## config.mk

```make
export PLATFORM = sky130hd
export DESIGN_NAME = main_mem_port_arb
export DESIGN_NICKNAME = d
export VERILOG_FILES = /design/src/rtl/main_mem_pkg.sv /design/src/rtl/main_mem_rr_arb.sv /design/src/rtl/main_mem_port_arb.sv
export SDC_FILE = /design/constraint.sdc
export NUM_CORES = 1
export LEC_CHECK = 0
export ABC_AREA = 1
export CAP_MARGIN = 5
export CORE_MARGIN = 2
export CORE_UTILIZATION = 38
export DETAILED_ROUTE_END_ITERATION = 8
export GPL_ROUTABILITY_DRIVEN = 0
export PLACE_DENSITY = 0.77
export SETUP_SLACK_MARGIN = 0.2
export SLEW_MARGIN = 10
export SYNTH_ARGS = -nofsm -noshare
export SYNTH_HDL_FRONTEND = slang
export SYNTH_HIERARCHICAL = 1
export SYNTH_SLANG_ARGS = --single-unit
```

## constraint.sdc

```tcl
create_clock -name clk_i -period 3.94 [get_ports clk_i]
set_input_delay 0.591 -clock clk_i [delete_from_list [all_inputs] [get_ports clk_i]]
set_output_delay 0.591 -clock clk_i [all_outputs]
set_load 0.03 [all_outputs]
```

## src/rtl/main_mem_pkg.sv

```systemverilog
// Shared types for the main-memory port arbiter and its round-robin helper.
package main_mem_pkg;

    typedef enum logic [1:0] {
        IDLE     = 2'd0,
        ISSUE    = 2'd1,
        WAIT_RSP = 2'd2,
        ACK      = 2'd3
    } mm_arb_state_t;

    // Channel select: bit value doubles as the index into per-channel vectors.
    typedef enum logic {
        MM_CH1 = 1'b0,
        MM_CH2 = 1'b1
    } mm_ch_t;

    typedef enum logic {
        MM_READ  = 1'b0,
        MM_WRITE = 1'b1
    } mm_op_t;

endpackage

```

## src/rtl/main_mem_rr_arb.sv

```systemverilog
// Two-way round-robin arbiter: favours the channel not granted last on a tie.
module main_mem_rr_arb
    import main_mem_pkg::*;
(
    input  logic       clk_i,
    input  logic       reset_i,
    input  logic [1:0] req_i,
    input  logic       advance_i,
    input  mm_ch_t     adv_ch_i,
    output logic       gnt_valid_o,
    output mm_ch_t     gnt_o,
    output logic [1:0] gnt_oh_o
);

    mm_ch_t last_q;

    // Grant selection from the request vector and the last-granted pointer.
    always_comb begin
        gnt_valid_o = |req_i;
        gnt_o       = MM_CH1;
        if (req_i == 2'b11) begin
            gnt_o = (last_q == MM_CH1) ? MM_CH2 : MM_CH1;
        end else if (req_i[1]) begin
            gnt_o = MM_CH2;
        end
        gnt_oh_o = 2'b00;
        if (gnt_valid_o) begin
            gnt_oh_o = (gnt_o == MM_CH2) ? 2'b10 : 2'b01;
        end
    end

    // Pointer resets to channel 2 so channel 1 wins the first tie.
    always_ff @(posedge clk_i or posedge reset_i) begin
        if (reset_i) begin
            last_q <= MM_CH2;
        end else if (advance_i) begin
            last_q <= adv_ch_i;
        end
    end

endmodule

```

## src/rtl/main_mem_port_arb.sv

```systemverilog
// Serialises two functional-unit memory channels onto one request/grant/response port.
module main_mem_port_arb
    import main_mem_pkg::*;
#(
    parameter int unsigned data_width = 32,
    parameter int unsigned addr_size  = 16
) (
    input  logic                  clk_i,
    input  logic                  reset_i,
    input  logic [addr_size-1:0]  addr1_i,
    input  logic [addr_size-1:0]  addr2_i,
    input  logic                  read_en1_i,
    input  logic                  read_en2_i,
    input  logic                  write_en1_i,
    input  logic                  write_en2_i,
    input  logic [data_width-1:0] w_data1_i,
    input  logic [data_width-1:0] w_data2_i,
    output logic [data_width-1:0] r_data1_o,
    output logic [data_width-1:0] r_data2_o,
    output logic                  read_ack1_o,
    output logic                  read_ack2_o,
    output logic                  write_ack1_o,
    output logic                  write_ack2_o,
    output logic                  mem_req_o,
    output logic                  mem_we_o,
    output logic [addr_size-1:0]  mem_addr_o,
    output logic [data_width-1:0] mem_wdata_o,
    input  logic                  mem_gnt_i,
    input  logic                  mem_rsp_valid_i,
    input  logic [data_width-1:0] mem_rdata_i,
    output logic                  protocol_err_o
);

    mm_arb_state_t         state_q, state_d;
    mm_ch_t                sel_q, sel_d;
    mm_op_t                op_q, op_d;
    logic [addr_size-1:0]  addr_q, addr_d;
    logic [data_width-1:0] wdata_q, wdata_d;
    logic [data_width-1:0] rdata1_q, rdata1_d;
    logic [data_width-1:0] rdata2_q, rdata2_d;
    logic [1:0]            done_q, done_d;

    logic [1:0] rd_en, wr_en, any_en, eligible;
    logic       arb_valid, arb_advance;
    mm_ch_t     arb_gnt;
    logic [1:0] arb_gnt_oh;

    assign rd_en    = {read_en2_i, read_en1_i};
    assign wr_en    = {write_en2_i, write_en1_i};
    assign any_en   = rd_en | wr_en;
    // A channel already served keeps its done flag until it drops both enables.
    assign eligible = any_en & ~done_q;

    main_mem_rr_arb u_rr_arb (
        .clk_i       (clk_i),
        .reset_i     (reset_i),
        .req_i       (eligible),
        .advance_i   (arb_advance),
        .adv_ch_i    (sel_q),
        .gnt_valid_o (arb_valid),
        .gnt_o       (arb_gnt),
        .gnt_oh_o    (arb_gnt_oh)
    );

    // Next-state, request latching, read-data capture and done-flag bookkeeping.
    always_comb begin
        state_d        = state_q;
        sel_d          = sel_q;
        op_d           = op_q;
        addr_d         = addr_q;
        wdata_d        = wdata_q;
        rdata1_d       = rdata1_q;
        rdata2_d       = rdata2_q;
        done_d         = done_q & any_en;
        arb_advance    = 1'b0;
        protocol_err_o = 1'b0;
        unique case (state_q)
            IDLE: begin
                if (arb_valid) begin
                    sel_d   = arb_gnt;
                    // Write wins when both enables are set on the picked channel.
                    op_d    = (|(arb_gnt_oh & wr_en)) ? MM_WRITE : MM_READ;
                    addr_d  = (arb_gnt == MM_CH2) ? addr2_i : addr1_i;
                    wdata_d = (arb_gnt == MM_CH2) ? w_data2_i : w_data1_i;
                    protocol_err_o = |(arb_gnt_oh & rd_en & wr_en);
                    state_d = ISSUE;
                end
            end
            ISSUE: begin
                if (mem_gnt_i) begin
                    state_d = WAIT_RSP;
                end
            end
            WAIT_RSP: begin
                if (mem_rsp_valid_i) begin
                    state_d = ACK;
                    if (op_q == MM_READ) begin
                        if (sel_q == MM_CH2) begin
                            rdata2_d = mem_rdata_i;
                        end else begin
                            rdata1_d = mem_rdata_i;
                        end
                    end
                end
            end
            ACK: begin
                // Only mark done if the requester is still holding its enable.
                if (sel_q == MM_CH2) begin
                    done_d[1] = any_en[1];
                end else begin
                    done_d[0] = any_en[0];
                end
                arb_advance = 1'b1;
                state_d     = IDLE;
            end
            default: state_d = IDLE;
        endcase
    end

    // State and datapath registers; reset abandons any transaction in flight.
    always_ff @(posedge clk_i or posedge reset_i) begin
        if (reset_i) begin
            state_q  <= IDLE;
            sel_q    <= MM_CH1;
            op_q     <= MM_READ;
            addr_q   <= '0;
            wdata_q  <= '0;
            rdata1_q <= '0;
            rdata2_q <= '0;
            done_q   <= 2'b00;
        end else begin
            state_q  <= state_d;
            sel_q    <= sel_d;
            op_q     <= op_d;
            addr_q   <= addr_d;
            wdata_q  <= wdata_d;
            rdata1_q <= rdata1_d;
            rdata2_q <= rdata2_d;
            done_q   <= done_d;
        end
    end

    // Memory-side and ack outputs, all zero outside their owning state.
    always_comb begin
        mem_req_o    = (state_q == ISSUE);
        mem_we_o     = mem_req_o && (op_q == MM_WRITE);
        mem_addr_o   = mem_req_o ? addr_q : '0;
        mem_wdata_o  = mem_req_o ? wdata_q : '0;
        read_ack1_o  = (state_q == ACK) && (sel_q == MM_CH1) && (op_q == MM_READ);
        read_ack2_o  = (state_q == ACK) && (sel_q == MM_CH2) && (op_q == MM_READ);
        write_ack1_o = (state_q == ACK) && (sel_q == MM_CH1) && (op_q == MM_WRITE);
        write_ack2_o = (state_q == ACK) && (sel_q == MM_CH2) && (op_q == MM_WRITE);
        r_data1_o    = rdata1_q;
        r_data2_o    = rdata2_q;
    end

endmodule

```

==> metrics.md, run 1 <==
| Metric | Value |
|---|---|
| Status | `finished clean` |
| Hold path cells | `2` |
| Clock transition at path regs | `0.05 ns` |
| NetSw | `3.55 mW` |
| Crit path time final | `3.24 ns` |
| Placed Cells | `1,079` |
| Share of total power in sequential cells | `27.1%` |
| Sequential element share of the synthesized area | `51.8%` |
| GRT Total Usage | `21.5%` |
| RSZ-0062 raised after global routing | `no` |
| Clk Latency, worst-skew pair | `0.41 ns` |
| IO buf count | `254` |
| Most frequent cells after synthesis | `nand2_1 (175), dfrtp_1 (118), inv_1 (94)` |
| CTS tree | `built` |
| Area leader, netlist | `dfrtp_1` |
| Sequential standard cell area | `2980 um2` |
| FP Rows | `44` |
| Mapped Area | `5750 um2` |
| Worst ir drop on vdd | `0.000543 V` |
| Final Max Slew Viols | `0` |
| FF-to-FF End | `r_data2_o[2]$_DFFE_PP0P_` |
| Via count | `5,230` |
| Ys flop type | `dfrtp_1` |
| Syn Area/Cell | `8.56 um2` |
| DR pass1 iterations | `5` |
| FFs w/ async S/R, synth | `100%` |
| Die height | `127 um` |
| CP endpoint kind | `primary output` |
| Clock share of power | `18.8%` |
| Final Net Count | `1,054` |
| Critical path's slowest cell | `clkdlybuf4s50_1` |
| Sw Share | `44.4%` |
| Max cap viols | `0` |
| DR WL/cell | `15.3 um` |
| Crit path DAT | `2.65 ns` |
| First-pass GRT wire length | `27,100 um` |
| Average vias per placed instance | `4.70` |
| Io pins | `255` |
| Slew HR | `38.4%` |
| Vias in the first global route | `5,185` |
| Number of remaining DRC errors | `0` |
| DRT iter0 DRCs | `350` |
| CP max stage delay | `0.70 ns` |
| Critical-path maximum fanout | `33` |
| Logic pwr share | `54.2%` |
| Placed cell area | `8340 um2` |
| Path depth of the worst reg2reg path | `6` |
| Crit path kind | `reg2out` |
| Worst Hold End | `r_data2_o[5]$_DFFE_PP0P_` |
| Bufs on Longest Clock Path | `2` |
| Top cell type's share of synthesized area | `51.4%` |
| Syn. warnings | `6` |
| CTS Buf Count | `17` |
| Hold Fails Final Rpt | `0` |
| Starting Density | `39.3%` |
| Final cycle utilization of the critical path | `82.3%` |
| CP cell instances | `inv_1 -> ha_2 -> buf_4 -> nand2_1 -> inv_1 -> clkdlybuf4s50_1` |
| P_leak | `4.29 nW` |
| Worst slew pin tran | `0.923 ns` |
| Hold Path Origin | `r_data2_o[5]$_DFFE_PP0P_` |
| Clock skew | `0.00705 ns` |
| Crit path max-delay family | `buffers and inverters` |
| Worst hold slack | `0.477 ns` |
| Area grow syn2layout | `55.1%` |
| Max Clk Rate | `308 MHz` |
| Most common cell in the netlist | `nand2_1` |
| Area of the multi-input gates | `2150 um2` |
| Type of the most critical hold path | `reg2reg` |
| Initial antenna violation count | `1` |
| H-tree depth | `4` |
| Final setup viols | `0` |
| RR Startpoint | `state_q[0]$_DFFE_PP0P_` |
| Final ANT Viol Nets | `0` |
| Post-route insts no fill | `1,112` |
| Fill cells | `1,295` |
| Core footprint | `14,600 um2` |
| Clock Tree Root | `clkbuf_16` |
| Startpoint Class | `flip-flop` |
| Die X | `127 um` |
| Die area | `16,100 um2` |
| Resized cells post-CTS | `0` |
| Net count of the mapped netlist | `812` |
| PD cells | `897 nW/um2` |
| Synth top area cells | `dfrtp_1 (51%), nand2_1 (11%), o21ai_2 (9.9%), a21oi_1 (8.1%), inv_1 (6.1%)` |
| Setup bufs post-CTS | `0` |
| Worst path bufs/invs | `4` |
| Cells after synthesis | `672` |
| Largest net degree at the start of global routing | `70` |
| Share of cells above drive strength 1 | `13.8%` |
| Cell mode on critical path | `inv_1` |
| Hpwl dp | `11,800 um` |
| Internal | `4.45 mW` |
| DRT Wirelength | `17,000 um` |
| Hold_buf cts | `0` |
| Setup tns final | `0 ns` |
| Total power | `8.00 mW` |
| Grt total ovfl | `0` |
| Synth Register Bits | `119` |
| Data required, critical path | `3.35 ns` |
| Clk sinks | `119` |
| Slack of the worst reg-to-reg path | `1.73 ns` |
| Number of enable flip-flop cells after synthesis | `0` |
| Cell variety after synth | `22` |
| Post-route cell area | `8910 um2` |
==> placed cells by master (no fill, tap or decap) <==
cell,count
a21oi_2,11
clkbuf_8,1
nand2_2,1
o21ai_2,65
clkdlybuf4s50_1,253
ha_2,1
buf_4,7
dfrtp_1,118
buf_12,1
nand3_1,3
nand4_1,2
a21oi_1,92
nand2_1,175
nor2_2,2
inv_4,1
clkbuf_16,17
a21oi_4,1
diode_2,1
ha_1,3
bufinv_16,2
clkinv_4,1
clkinv_2,4
nand4_4,1
inv_6,1
clkinvlp_4,4
clkbuf_1,2
inv_1,93
nor2_1,57
dfstp_2,1
inv_2,5
nand2_4,1
o21ai_1,1
==> how the worst max path moves through the flow <==
stage                                    endpoint                   start  cells past startpoint  slack, ns
final                              mem_addr_o[11]  state_q[1]$_DFFE_PP0P_                      6       0.70
after global routing              mem_wdata_o[14]  state_q[1]$_DFFE_PP0P_                      6       0.57
after CTS                          mem_addr_o[11]  state_q[1]$_DFFE_PP0P_                      6       0.66
after detailed placement           protocol_err_o             write_en1_i                      8       1.10
after global placement    wdata_q[14]$_DFFE_PP0P_             write_en1_i                     10       1.12
after floorplan             addr_q[0]$_DFFE_PP0P_                 reset_i                      1       0.22
==> state kept, by name, summed over array words and instances (netlist names) <==
signal	cells
addr_q	16
sel_q	1
wdata_q	32
r_data2_o	32
r_data1_o	32
op_q	1
u_rr_arb/last_q	1
state_q	2
done_q	2
==> per-stage QoR <==
step	util (%)	worst slack, ns
2_1_floorplan	-	0.220
3_3_place_gp	56.9	1.12
3_5_place_dp	56.9	1.10
4_1_cts	60.9	0.662
5_1_grt	60.9	0.565
6_report	60.9	0.697
==> layout make-up <==
class	instances	area share [%]
sequential	119	33.4
timing repair buffer	261	29.2
multi-input combinational	416	24.1
clock buffer	20	5.01
inverter	99	4.20
tap	184	2.58
clock inverter	12	1.43
antenna	1	0.0281
==> worst min-delay path: stages (launching register included) <==
cell and delay, ns:
dfrtp_1 0.34, nand2_1 0.06, o21ai_2 0.05
==> layer usage <==
metal	global-route usage [%]	vias to the layer above	wire length (um)	share of wire [%]
li1	-	2585	-	-
met1	26.3	2392	6930	41
met2	33.8	233	7650	45
met3	9.88	20	2150	13
met4	7.05	0	260	1.5
met5	0	-	0	0
==> logic make-up (layout without fill, tap and decap cells) <==
| kind of cell | count (synthesis) | after routing | synth area share [%] |
|---|---|---|---|
| AND/OR/NAND/NOR | 242 | 242 | 16.5 |
| AO/OA/AOI/OAI | 170 | 170 | 19.8 |
| buffers and inverters | 137 | 392 | 11.0 |
| flip-flops | 119 | 119 | 51.8 |
| adder cells (fa/ha/maj) | 4 | 4 | 0.871 |
| other | 0 | 1 | 0 |
==> power groups by stage <==
stage                     combinational (mW)  clock, mW  sequential, mW
after detailed placement                4.35          0            2.18
final                                   4.33       1.50            2.16
after CTS                               4.37       1.53            2.16
after floorplan                         2.17          0            2.73
after global routing                    4.68       1.59            2.23
after global placement                  4.31          0            2.16
(Power assumes the default switching activity.)
==> run 2, diff against run 1 <==
--- a/config.mk
+++ b/config.mk
@@ -8,10 +8,10 @@
 export ABC_AREA = 1
 export CAP_MARGIN = 5
 export CORE_MARGIN = 2
-export CORE_UTILIZATION = 38
+export CORE_UTILIZATION = 42
 export DETAILED_ROUTE_END_ITERATION = 8
 export GPL_ROUTABILITY_DRIVEN = 0
-export PLACE_DENSITY = 0.77
+export PLACE_DENSITY = 0.8
 export SETUP_SLACK_MARGIN = 0.2
 export SLEW_MARGIN = 10
 export SYNTH_ARGS = -nofsm -noshare
==> constraint.sdc (replaced) <==
create_clock -name clk_i -period 3.32 [get_ports clk_i]
set_input_delay 0.498 -clock clk_i [delete_from_list [all_inputs] [get_ports clk_i]]
set_output_delay 0.498 -clock clk_i [all_outputs]
set_load 0.03 [all_outputs]
==> metrics.md, run 2 (same netlist as run 1, synthesis figures left out) <==
| Metric | Value |
|---|---|
| Status | `finished clean` |
| Io pins | `255` |
| PD cells | `1070 nW/um2` |
| Number of remaining DRC errors | `0` |
| IO buf count | `254` |
| Final cycle utilization of the critical path | `87.8%` |
| Data required, critical path | `2.82 ns` |
| P_leak | `4.32 nW` |
| Highest-count cells in the layout ignoring fill and taps | `clkdlybuf4s50_1 (253), nand2_1 (175), dfrtp_1 (118)` |
| Average vias per placed instance | `4.75` |
| Final Net Count | `1,054` |
| Area grow syn2layout | `56.4%` |
| Final Max Slew Viols | `0` |
| Worst ir drop on vdd | `0.000584 V` |
| Hold_buf cts | `0` |
| CTS Buf Count | `17` |
| Clk Latency, worst-skew pair | `0.41 ns` |
| Worst slew pin tran | `0.881 ns` |
| Via count | `5,244` |
| CTS tree | `built` |
| H-tree depth | `4` |
| Clock transition at path regs | `0.05 ns` |
| Placed Cells | `1,071` |
| Clock skew | `0.00693 ns` |
| Slew HR | `41.2%` |
| Critical-path maximum fanout | `38` |
| Post-route insts no fill | `1,103` |
| Setup tns final | `0 ns` |
| Grt total ovfl | `0` |
| Hold Path Origin | `r_data2_o[24]$_DFFE_PP0P_` |
| CP endpoint kind | `primary output` |
| Hpwl dp | `11,900 um` |
| DR pass1 iterations | `4` |
| First-pass GRT wire length | `26,500 um` |
| Crit path time final | `2.91 ns` |
| Final setup viols | `0` |
| Core footprint | `13,300 um2` |
| Setup bufs post-CTS | `0` |
| GRT Total Usage | `23.4%` |
| Bufs on Longest Clock Path | `2` |
| Type of the most critical hold path | `reg2reg` |
| Max Clk Rate | `343 MHz` |
| Crit path kind | `reg2out` |
| Clk sinks | `119` |
| RSZ-0062 raised after global routing | `no` |
| RR Startpoint | `done_q[0]$_DFF_PP0_` |
| Startpoint Class | `flip-flop` |
| Largest net degree at the start of global routing | `65` |
| Final ANT Viol Nets | `0` |
| Initial antenna violation count | `1` |
| Die X | `121 um` |
| Worst Setup SP | `state_q[1]$_DFFE_PP0P_` |
| Most common cell after layout, fill and taps aside | `clkdlybuf4s50_1` |
| Max cap viols | `0` |
| Clock Tree Root | `clkbuf_16` |
| DRT Wirelength | `16,700 um` |
| Starting Density | `43.2%` |
| Vias in the first global route | `5,116` |
| Die height | `121 um` |
| Share of cells above drive strength 1 | `13.7%` |
| Hold Fails Final Rpt | `0` |
| Total power | `9.64 mW` |
| Resized cells post-CTS | `0` |
| FP Rows | `42` |
| Crit path DAT | `2.42 ns` |
| Die area | `14,600 um2` |
| DRT iter0 DRCs | `342` |
| DR WL/cell | `15.1 um` |
==> run 2: cell type report <==
type	instances	area, um2
Timing Repair Buffer	261	2640
Antenna cell	1	2.50
Fill cell	1059	4310
Multi-Input combinational cell	416	2150
Inverter	99	375
Tap cell	176	220
Clock inverter	11	174
Sequential cell	119	2980
Clock buffer	20	447
==> run 2: worst max-delay path, stage by stage, from the launching register on <==
cell and delay (ns):
dfrtp_1 0.42, inv_1 0.10, ha_2 0.40, buf_12 0.24, nand2_1 0.08, inv_1 0.08, clkdlybuf4s50_1 0.66
==> run 2: per-stage QoR <==
stage	cell area, um2	worst slack [ns]	hold slack, ns	util [%]
finish	8990	0.406	0.475	67.6
global route	8990	0.272	0.487	67.6
CTS	8990	0.391	0.480	67.6
detailed placement	8370	0.646	0.467	62.9
global placement	8370	0.712	0.464	62.9
floorplan	5750	1.19	0.388	-
==> run 2: report_power, final <==
part / total (mW) / switching (mW) / internal [mW]
Sequential: 2.58 / 0.409 / 2.17
Clock: 1.92 / 0.649 / 1.27
Combinational: 5.13 / 3.12 / 2.01
Total: 9.64 / 4.18 / 5.46
==> run 2: worst paths after layout <==
path / to / slack [ns] / depth (start not counted)
max: mem_addr_o[13] / 0.41 / 6
min: r_data2_o[24]$_DFFE_PP0P_ / 0.47 / 2
max reg2reg: wdata_q[17]$_DFFE_PP0P_ / 1.35 / 8
min reg2reg: r_data2_o[24]$_DFFE_PP0P_ / 0.47 / 2
max in group asynchronous: wdata_q[16]$_DFFE_PP0P_ / 1.99 / 3
min in group asynchronous: u_rr_arb/last_q$_DFFE_PP1P_ / 0.50 / 2
==> run 2: metal layers <==
| layer | vias to the layer above | wire length [um] | global-route usage, % | part of all wire [%] |
|---|---|---|---|---|
| met5 | - | 0 | 0 | 0 |
| met3 | 22 | 1760 | 11.0 | 11 |
| met1 | 2427 | 6580 | 28.0 | 39 |
| met4 | 0 | 326 | 7.56 | 2.0 |
| li1 | 2582 | - | - | - |
| met2 | 213 | 8040 | 37.4 | 48 |
==> run 3, diff against run 2 <==
==> constraint.sdc (replaced) <==
create_clock -name clk_i -period 3.32 [get_ports clk_i]
set_input_delay 0.332 -clock clk_i [delete_from_list [all_inputs] [get_ports clk_i]]
set_output_delay 0.332 -clock clk_i [all_outputs]
set_load 0.03 [all_outputs]
==> metrics.md, run 3 (same netlist as run 1, synthesis figures left out) <==
| Metric | Value |
|---|---|
| Final ANT Viol Nets | `0` |
| Path depth of the worst reg2reg path | `8` |
| Crit path DAT | `2.36 ns` |
| FF-to-FF End | `addr_q[11]$_DFFE_PP0P_` |
| Data required, critical path | `2.99 ns` |
| Hpwl dp | `12,000 um` |
| NetSw | `4.24 mW` |
| Initial antenna violation count | `1` |
| Max cap viols | `0` |
| Clk Latency, worst-skew pair | `0.43 ns` |
| Internal | `5.57 mW` |
| Die X | `121 um` |
| Placed cell area | `8380 um2` |
| H-tree depth | `4` |
| Worst slew pin tran | `0.843 ns` |
| Hold_buf cts | `0` |
| FP Rows | `42` |
| DRT iter0 DRCs | `314` |
| DR pass1 iterations | `4` |
| Share of total power in sequential cells | `26.4%` |
| Resized cells post-CTS | `0` |
| Bufs on Longest Clock Path | `2` |
| Grt total ovfl | `0` |
| CTS tree | `built` |
| Met3 wire len | `1870 um` |
| Hold Fails Final Rpt | `0` |
| Final setup viols | `0` |
| Post-route cell area | `9030 um2` |
| Vias in the first global route | `5,223` |
| Startpoint Class | `flip-flop` |
| Status | `finished clean` |
| Starting Density | `43.2%` |
| Share of cells above drive strength 1 | `14.1%` |
| GRT Total Usage | `24.0%` |
| Crit path kind | `reg2out` |
| CTS Buf Count | `17` |
| IO buf count | `254` |
| Top Metal Used | `met4` |
| Io pins | `255` |
| Average vias per placed instance | `4.79` |
| Sw Share | `43.2%` |
| Largest net degree at the start of global routing | `65` |
| Area grow syn2layout | `57.1%` |
| Sequential standard cell area | `2980 um2` |
| Via count | `5,308` |
| Final cycle utilization of the critical path | `81.1%` |
| Core footprint | `13,300 um2` |
| Clock share of power | `20.8%` |
| Logic pwr share | `52.8%` |
| Die height | `121 um` |
| First-pass GRT wire length | `27,000 um` |
| Worst ir drop on vdd | `0.000589 V` |
| DRT Wirelength | `17,200 um` |
| Wire length on met1 | `6710 um` |
| DR WL/cell | `15.6 um` |
| RSZ-0062 raised after global routing | `no` |
| Critical-path maximum fanout | `45` |
| Final Max Slew Viols | `0` |
| Setup tns final | `0 ns` |
| Max Clk Rate | `371 MHz` |
| Area of the multi-input gates | `2150 um2` |
| Number of remaining DRC errors | `0` |
| CP endpoint kind | `primary output` |
| Crit path time final | `2.69 ns` |
| Die area | `14,600 um2` |
| Setup bufs post-CTS | `0` |
| Slack of the worst reg-to-reg path | `1.29 ns` |
| Fill cells | `1,053` |
| Type of the most critical hold path | `in2async` |
| Clock transition at path regs | `0.06 ns` |
| Slew HR | `43.7%` |
| Clock skew | `0.0101 ns` |
| RR Startpoint | `done_q[0]$_DFF_PP0_` |
| Most common cell after layout, fill and taps aside | `clkdlybuf4s50_1` |
| PD cells | `1090 nW/um2` |
| Clk sinks | `119` |
| P_leak | `4.36 nW` |
| Highest-count cells in the layout ignoring fill and taps | `clkdlybuf4s50_1 (253), nand2_1 (175), dfrtp_1 (118)` |
| Clock Tree Root | `clkbuf_16` |
| Final Net Count | `1,057` |
| WL met2 | `8240 um` |
## run 3: metrics by stage
| step | utilization, % | setup slack [ns] | hold WS (ns) | cells | total power [mW] |
|---|---|---|---|---|---|
| floorplan | - | 1.36 | 0.222 | 672 | 5.82 |
| global placement | 63.0 | 0.869 | 0.464 | 1074 | 7.68 |
| detailed placement | 63.0 | 0.787 | 0.468 | 1074 | 7.77 |
| CTS | 67.9 | 0.624 | 0.291 | 1106 | 9.86 |
| global route | 67.9 | 0.542 | 0.302 | 1107 | 10.4 |
| finish | 67.9 | 0.626 | 0.291 | 1107 | 9.81 |
## run 3: how the worst max path moves through the flow
| stage | to | start | cells after the start | slack (ns) |
|---|---|---|---|---|
| 2_1_floorplan | mem_wdata_o[21] | state_q[1]$_DFFE_PP0P_ | 7 | 1.36 |
| 3_3_place_gp | addr_q[8]$_DFFE_PP0P_ | write_en1_i | 10 | 0.87 |
| 3_5_place_dp | wdata_q[22]$_DFFE_PP0P_ | write_en1_i | 10 | 0.79 |
| 4_1_cts | mem_wdata_o[19] | state_q[1]$_DFFE_PP0P_ | 6 | 0.62 |
| 5_1_grt | mem_wdata_o[4] | state_q[1]$_DFFE_PP0P_ | 6 | 0.54 |
| 6_report | mem_wdata_o[5] | state_q[1]$_DFFE_PP0P_ | 6 | 0.63 |
## run 3: power by group through the flow
stage	clock, mW	combinational (mW)	sequential (mW)
after floorplan	0	2.58	3.24
after global placement	0	5.10	2.58
after detailed placement	0	5.18	2.59
after CTS	2.06	5.21	2.59
after global routing	2.14	5.60	2.68
final	2.04	5.18	2.59
## run 3: layout make-up
class                           count  area share (%)
Sequential cell                   119            33.0
Tap cell                          176            2.44
Timing Repair Buffer              264            29.4
Clock buffer                       21            5.10
Clock inverter                     11            2.15
Multi-Input combinational cell    416            23.8
Inverter                           99            4.16
Antenna cell                        1          0.0277
## run 3: critical path, cell delays in order, from the launching register on
cell and delay [ns]:
dfrtp_1 0.41, inv_1 0.09, ha_2 0.30, buf_12 0.26, nand2_1 0.07, inv_1 0.06, clkdlybuf4s50_1 0.71
## run 3: metal layers
metal	vias up	GRT usage (%)
li1	2585	-
met1	2469	27.9
met2	222	39.2
met3	32	10.1
met4	0	9.81
met5	-	0
==> edit: new RTL, settings of run 2 <==
`data_width`: 32 -> 64.
--- a/src/rtl/main_mem_port_arb.sv
+++ b/src/rtl/main_mem_port_arb.sv
@@ -2,7 +2,7 @@
 module main_mem_port_arb
     import main_mem_pkg::*;
 #(
-    parameter int unsigned data_width = 32,
+    parameter int unsigned data_width = 64,
     parameter int unsigned addr_size  = 16
 ) (
     input  logic                  clk_i,
Ports: changed (6 resized); port bits go from 255 to 447. The function was not compared with the original's and may differ.
==> edit against run 2 <==
Maximum frequency shrank 2.7%; global-route usage up 1.9 points; worst setup slack lost 0.081 ns; wire length up 94%; synthesized area is 75% higher; power increased by 71%; register-to-register slack lost 0.25 ns; design area is 73% higher; sequential cell count is 96 higher; critical endpoint is now mem_wdata_o[63]; largest power group unchanged.
==> edit: results (changes against run 2) <==
STA
  – Clk_skew: 0.00781 ns (was 0.00693 ns)
  – Least-Margin Pin Slew: 0.903 ns (was 0.881 ns)
  – Worst hold margin: 0.378 ns (was 0.475 ns)
  – Min Tclk post-route: 3.00 ns (was 2.91 ns)

GRT
  – Initial antenna violation count: 10 (was 1)
  – First-pass GRT wire length: 51600 µm (was 26500 µm)
  – Largest net degree at the start of global routing: 115 (was 65)
  – Number of global-route vias before repair: 9746 (was 5116)

Hold path
  – Worst hold path class: in2async (was reg2reg)

Placed design
  – IO buf count: 446 (was 254)
  – Hpwl dp: 23800 µm (was 11900 µm)
  – Placed cells: 1873 (was 1071)

Setup path
  – Worst path arrival time: 2.50 ns (was 2.42 ns)
  – R2R setup slack: 1.10 ns (was 1.35 ns)
  – Crit path to: mem_wdata_o[63] (was mem_addr_o[13])
  – RR Endpoint: addr_q[0] (was wdata_q[17])
  – CP max FO: 48 (was 38)

Finish
  – Multi-In Gates: 704 (was 416)
  – Fill cells: 1800 (was 1059)
  – Clk cell area share: 0.0523 (was 0.0690)
  – N_diodes: 9 (was 1)
  – Layout cell share with drive strength beyond 1: 0.130 (was 0.137)
  – Inverters: 163 (was 99)
  – Clkbuf count: 33 (was 20)
  – Reg area: 5380 µm² (was 2980 µm²)
  – Fin nets: 1816 (was 1054)

Yosys
  – Syn avg cell area: 8.73 µm² (was 8.56 µm²)
  – Net Count, Synth: 1389 (was 812)
  – Synth cell types: 20 (was 22)
  – Most common library cells after synthesis: nand2_1, dfrtp_1, a21oi_1 (was nand2_1, dfrtp_1, inv_1)

Clock tree
  – Maximum buffer depth of the clock tree: 3 (was 2)
  – H-tree depth: 1 (was 4)
  – Clock Latency Late Sink: 0.51 ns (was 0.41 ns)
  – Clk sink count: 215 (was 119)
  – CTS buffer count: 24 (was 17)

Floorplanning
  – Core area: 23500 µm² (was 13300 µm²)

Power
  – P_int: 9.06 mW (was 5.46 mW)
  – Peak supply drop: 0.598 mV (was 0.584 mV)
  – Seq power: 4.64 mW (was 2.58 mW)

Detailed routing
  – Routed wire length: 32400 µm (was 16700 µm)
  – Routed vias/inst: 4.89 (was 4.75)
  – DR pass1 iterations: 7 (was 4)

Status
  – Outcome: finished, final reports clean (unchanged)
edit: cell count changes in the layout (fill, tap and decap cells not counted), moves of 8 or more:
| cell | run 2 | this run |
|---|---|---|
| clkdlybuf4s50_1 | 253 | 444 |
| nand2_1 | 175 | 303 |
| dfrtp_1 | 118 | 214 |
| a21oi_1 | 92 | 166 |
| inv_1 | 93 | 157 |
| o21ai_2 | 65 | 124 |
| nor2_1 | 57 | 91 |
| buf_4 | 4 | 18 |
| a21oi_2 | 11 | 1 |
| clkbuf_16 | 17 | 25 |
| diode_2 | 1 | 9 |
edit: layer usage:
metal  GRT usage  up-vias  wire length [µm]
li1            -     4464                 -
met1       0.284     4390             11700
met2       0.431      460             16000
met3      0.0854       98              3270
met4       0.125        2              1430
met5           0        -                13
edit: cells by family after synthesis:
group / count (synthesis) / synth area share
simple gates: 402 / 0.152
compound gates: 298 / 0.195
fa+ha+maj: 4 / 0.00497
flops: 215 / 0.535
buf+inv: 234 / 0.114
